==> src/rtl/bcd_pkg.sv <==
// Shared constants and FSM encoding for the sequential binary-to-BCD converter.
// Imported by the converter top and its digit encoder.
package bcd_pkg;

    localparam logic [1:0] CODE_8421 = 2'b00;
    localparam logic [1:0] CODE_XS3  = 2'b01;
    localparam logic [1:0] CODE_2421 = 2'b10;

    localparam int DIGIT_W = 4;

    typedef enum logic [1:0] {
        ST_IDLE,
        ST_SHIFT,
        ST_ENCODE,
        ST_DONE
    } state_t;

endpackage

==> src/rtl/bcd_digit_encode.sv <==
// Maps one decimal digit (0..9) onto the selected 4-bit decimal code.
// Code 2'b11 falls back to plain 8421.
module bcd_digit_encode
    import bcd_pkg::*;
(
    input  logic [DIGIT_W-1:0] i_digit,
    input  logic [1:0]         i_code,
    output logic [DIGIT_W-1:0] o_code
);

    always_comb begin
        o_code = i_digit;
        unique case (i_code)
            CODE_XS3:  o_code = i_digit + 4'd3;
            CODE_2421: o_code = (i_digit < 4'd5) ? i_digit : i_digit + 4'd6;
            default:   o_code = i_digit;
        endcase
    end

endmodule

==> src/rtl/bcd_seq_converter.sv <==
// Sequential double-dabble binary-to-BCD converter, one input bit per clock,
// with a final encode stage selecting 8421, excess-3 or 2421 output code.
module bcd_seq_converter
    import bcd_pkg::*;
#(
    parameter int BIN_W  = 8,
    parameter int DIGITS = 3
) (
    input  logic                      clk,
    input  logic                      rst,
    input  logic                      start,
    input  logic [BIN_W-1:0]          bin_in,
    input  logic [1:0]                code_sel,
    output logic                      busy,
    output logic                      done,
    output logic [DIGIT_W*DIGITS-1:0] bcd_out,
    output logic                      ovf
);

    localparam int ACC_W = DIGIT_W * DIGITS;
    localparam int CNT_W = $clog2(BIN_W + 1);

    state_t             r_state;
    state_t             w_next;
    logic [BIN_W-1:0]   r_shift;
    logic [ACC_W-1:0]   r_acc;
    logic [CNT_W-1:0]   r_cnt;
    logic               r_sticky;
    logic [1:0]         r_code;

    logic [ACC_W-1:0]   w_adj;
    logic [ACC_W-1:0]   w_acc_sh;
    logic [BIN_W-1:0]   w_shift_sh;
    logic               w_carry;
    logic [ACC_W-1:0]   w_enc;

    always_comb begin
        w_adj = r_acc;
        for (int i = 0; i < DIGITS; i++) begin
            if (r_acc[i*DIGIT_W +: DIGIT_W] >= 4'd5)
                w_adj[i*DIGIT_W +: DIGIT_W] = r_acc[i*DIGIT_W +: DIGIT_W] + 4'd3;
        end
    end

    // A carry out of the top digit means the value needs more digits.
    assign {w_carry, w_acc_sh, w_shift_sh} = {w_adj, r_shift, 1'b0};

    for (genvar g = 0; g < DIGITS; g++) begin : g_enc
        bcd_digit_encode u_enc (
            .i_digit (r_acc[g*DIGIT_W +: DIGIT_W]),
            .i_code  (r_code),
            .o_code  (w_enc[g*DIGIT_W +: DIGIT_W])
        );
    end

    always_ff @(posedge clk or posedge rst) begin
        if (rst)
            r_state <= ST_IDLE;
        else
            r_state <= w_next;
    end

    always_comb begin
        w_next = r_state;
        unique case (r_state)
            ST_IDLE:   if (start) w_next = ST_SHIFT;
            ST_SHIFT:  if (r_cnt == CNT_W'(1)) w_next = ST_ENCODE;
            ST_ENCODE: w_next = ST_DONE;
            ST_DONE:   w_next = ST_IDLE;
            default:   w_next = ST_IDLE;
        endcase
    end

    assign busy = (r_state != ST_IDLE);
    assign done = (r_state == ST_DONE);

    always_ff @(posedge clk or posedge rst) begin
        if (rst) begin
            r_shift  <= '0;
            r_acc    <= '0;
            r_cnt    <= '0;
            r_sticky <= 1'b0;
            r_code   <= CODE_8421;
            bcd_out  <= '0;
            ovf      <= 1'b0;
        end else begin
            unique case (r_state)
                ST_IDLE: begin
                    if (start) begin
                        r_shift  <= bin_in;
                        r_acc    <= '0;
                        r_cnt    <= CNT_W'(BIN_W);
                        r_sticky <= 1'b0;
                        r_code   <= code_sel;
                    end
                end
                ST_SHIFT: begin
                    r_acc    <= w_acc_sh;
                    r_shift  <= w_shift_sh;
                    r_sticky <= r_sticky | w_carry;
                    r_cnt    <= r_cnt - CNT_W'(1);
                end
                ST_ENCODE: begin
                    bcd_out <= w_enc;
                    ovf     <= r_sticky;
                end
                default: ;
            endcase
        end
    end

endmodule
==> config.mk <==
export PLATFORM = sky130hd
export DESIGN_NAME = bcd_seq_converter
export DESIGN_NICKNAME = d
export VERILOG_FILES = /design/src/rtl/bcd_pkg.sv /design/src/rtl/bcd_digit_encode.sv /design/src/rtl/bcd_seq_converter.sv
export SDC_FILE = /design/constraint.sdc
export NUM_CORES = 1
export LEC_CHECK = 0
export ABC_AREA = 1
export CAP_MARGIN = 20
export CORE_MARGIN = 1.5
export CORE_UTILIZATION = 58
export CTS_CLUSTER_SIZE = 20
export DETAILED_ROUTE_END_ITERATION = 6
export GPL_ROUTABILITY_DRIVEN = 0
export GPL_TIMING_DRIVEN = 1
export PLACE_DENSITY = 0.92
export RECOVER_POWER = 100
export SETUP_SLACK_MARGIN = 0.05
export SLEW_MARGIN = 20
export SYNTH_ARGS = -nofsm -noshare
export SYNTH_HDL_FRONTEND = slang
export SYNTH_HIERARCHICAL = 1
export SYNTH_SLANG_ARGS = --single-unit
==> constraint.sdc <==
create_clock -name clk -period 1.85 [get_ports clk]
set_input_delay 0.37 -clock clk [delete_from_list [all_inputs] [get_ports clk]]
set_output_delay 0.37 -clock clk [all_outputs]
set_load 0.02 [all_outputs]
==> metrics <==
Psw 2.46 mW; Design Area, Final 3380 µm²; RSZ-0062 raised after global routing false; most used cell, CP inv_1; Mapped Area 2910 µm²; routed wire length 6190 µm; drt wl/cell 12.9 µm; largest net degree at the start of global routing 43; routed vias 2591; cts hold-fix bufs 0; synth unique cells 27; Initial DRC Count 233; dpl cell area 3270 µm²; CP Cell Sequence inv_1 -> ha_1 -> inv_1 -> nor2_4 -> buf_4 -> nand3_1 -> o21ai_0; Final Hold Fails 0; fmax 564 MHz; Crit Path Class flop to flop; final setup fails 0; DR DRC count 0; area grow syn2layout 16.3%; CTS root buffer clkbuf_8; total of max-cap violations 0; combinational power share 56.7%; peak supply drop 822 µV; synth warn 6; Power Dens Cells 1590 nW/µm²; Buf+Inv Stages, Crit Path 3; IO Count 28; Leakage 1.78 nW; layout cells sized above 1 12.6%; Starting Density 60.8%; CTS buffer count 5; Worst-path clk slew 80 ps; #FFs+latches synth 42; outcome completed; CP top delay family buffers and inverters; initial antenna violation count 0; vias per cell 5.41; CTS Buffer Depth 2; Final ANT Viol Nets 0; Slew headroom 29.7%; post-DP HPWL 4250 µm; vias in the first global route 2411; clk_lat worst skew 300 ps; core area 4790 µm²; Pre-antenna DRT Iters 5; Nets 455; Critical Path End Type flop; worst endpoint data arrival time 1990 ps; CTS tree built; required time worst endpoint 2070 ps; Sw Ratio 45.6%; antenna cells 0; clock sink total 42; slowest CP cell dfrtp_1; GRT Total Usage 24.9%; final core utilization 70.7%; Slew @ Worst Pin 1050 ps; HP Class flop to flop; Final Power 5.39 mW; Min Clock Period, post-route 1770 ps; Worst Hold Slack 503 ps; CP max FO 10; delay of the slowest critical-path stage 420 ps; first-pass GRT wire length 10500 µm; grt total ovfl 0; post-synthesis net count 416; power share of the sequential group 29.6%; die height 73.8 µm; fin crit share 95.8%; IO Port Bufs 27; clock power share 13.7%; Avg Synthesized Cell Area 7.82 µm²; clock skew 7.08 ps; die span in x 73.8 µm; internal power 2.93 mW; Sum Neg Setup Slack 0 ps; Final Max Tran Viols 0; crit start category flop; row cnt 25; Synth Instances 372; number of H-tree levels 2; Die ar. 5450 µm²; part of the Yosys area used for sequential elements 36.1%
## cells by family after synthesis
kind of cell | after synthesis | share of synthesized area (%)
xor gates and xnor gates | 5 | 1.51
adders and majority gates | 31 | 13.3
muxes | 12 | 4.65
and+or+nand+nor | 156 | 22.6
AOI/OAI and AO/OA | 47 | 10.2
DFF | 42 | 36.1
buffers and inverters | 79 | 11.6
## layout make-up
type / count / area [µm²]
Multi-Input combinational cell: 251 / 1520
Fill cell: 359 / 1400
Sequential cell: 42 / 1050
Timing Repair Buffer: 39 / 349
Inverter: 72 / 270
Tap cell: 67 / 83.8
Clock buffer: 6 / 72.6
Clock inverter: 2 / 37.5
## cells in the final DEF, fill, tap and decap left out
master,n
clkbuf_2,3
a21oi_2,6
buf_4,10
clkbuf_1,1
inv_1,63
bufinv_16,1
o22ai_1,3
ha_1,31
nor3_1,1
a21oi_1,4
xor2_1,2
o22ai_2,3
o21ai_0,22
xnor2_1,3
nor2_4,1
dlygate4sd3_1,9
nor2_1,17
inv_2,9
nand3_1,32
nand2_1,97
nand4_1,8
mux2_2,12
dfrtp_2,1
a31oi_1,7
dlygate4sd2_1,1
clkdlybuf4s50_1,16
clkbuf_8,5
clkinvlp_4,1
o21ai_1,1
dfrtp_1,41
a22o_1,1
## stage by stage
stage	setup slack (ps)	cells
after floorplan	379	372
after global placement	134	466
after CTS	26.4	474
final	78.2	479
after detailed placement	72.2	466
after global routing	9.65	479
## Yosys cell counts
| cell | number | area [µm²] |
|---|---|---|
| a21oi_1 | 4 | 20.0 |
| a21oi_2 | 6 | 52.6 |
| a22o_1 | 1 | 8.76 |
| a31oi_1 | 7 | 43.8 |
| buf_2 | 1 | 5.00 |
| buf_4 | 1 | 7.51 |
| buf_6 | 4 | 45.0 |
| clkbuf_2 | 1 | 5.00 |
| dfrtp_1 | 42 | 1050 |
| ha_1 | 31 | 388 |
| inv_1 | 62 | 233 |
| inv_2 | 9 | 33.8 |
| inv_6 | 1 | 8.76 |
| mux2_2 | 12 | 135 |
| nand2_1 | 96 | 360 |
| nand2_2 | 1 | 6.26 |
| nand3_1 | 32 | 160 |
| nand4_1 | 8 | 50.1 |
| nor2_1 | 17 | 63.8 |
| nor2_4 | 1 | 11.3 |
| nor3_1 | 1 | 5.00 |
| o21ai_0 | 22 | 110 |
| o21ai_1 | 1 | 5.00 |
| o22ai_1 | 3 | 18.8 |
| o22ai_2 | 3 | 37.5 |
| xnor2_1 | 3 | 26.3 |
| xor2_1 | 2 | 17.5 |
## power by group through the flow
stage / Clock [mW] / Combinational [mW] / Sequential (mW)
4_1_cts: 0.748 / 3.04 / 1.59
6_report: 0.740 / 3.05 / 1.60
3_3_place_gp: 0 / 2.86 / 1.59
2_1_floorplan: 0 / 2.16 / 1.67
5_1_grt: 0.785 / 3.43 / 1.64
3_5_place_dp: 0 / 3.00 / 1.61
## path summary, 6_finish.rpt
| path | startpoint | endpoint | slack (ps) | cells after the start |
|---|---|---|---|---|
| worst min register to register | bcd_out[9] | bcd_out[9] | 500 | 1 |
| min in group asynchronous | rst | r_shift[6] | 690 | 3 |
| worst max register to register | r_state[1] | r_acc[10] | 80 | 7 |
| worst max-delay path | r_state[1] | r_acc[10] | 80 | 7 |
| max in group asynchronous | rst | r_code[0] | 440 | 3 |
| worst min-delay path | bcd_out[9] | bcd_out[9] | 500 | 1 |
## layer usage
layer / wire length (µm) / GRT usage, % / vias up
li1: - / - / 1264
met3: 333 / 4.80 / 16
met5: 0 / 0 / -
met1: 2500 / 29.9 / 1211
met2: 3260 / 44.1 / 100
met4: 92 / 8.64 / 0
## state kept, by name, summed over array words and instances, names as in the netlist
register and cells:
r_cnt 4, r_state 2, r_code 2, r_sticky 1, r_acc 12, ovf 1
r_shift 8, bcd_out 12
## what timing repair did
item	4_1_cts	5_1_grt
pin swaps	0	1
setup buffers	0	5
endpoints found under the setup margin	2	5
gates resized for setup	3	2
No activity file was read; power rests on OpenSTA's default activity.
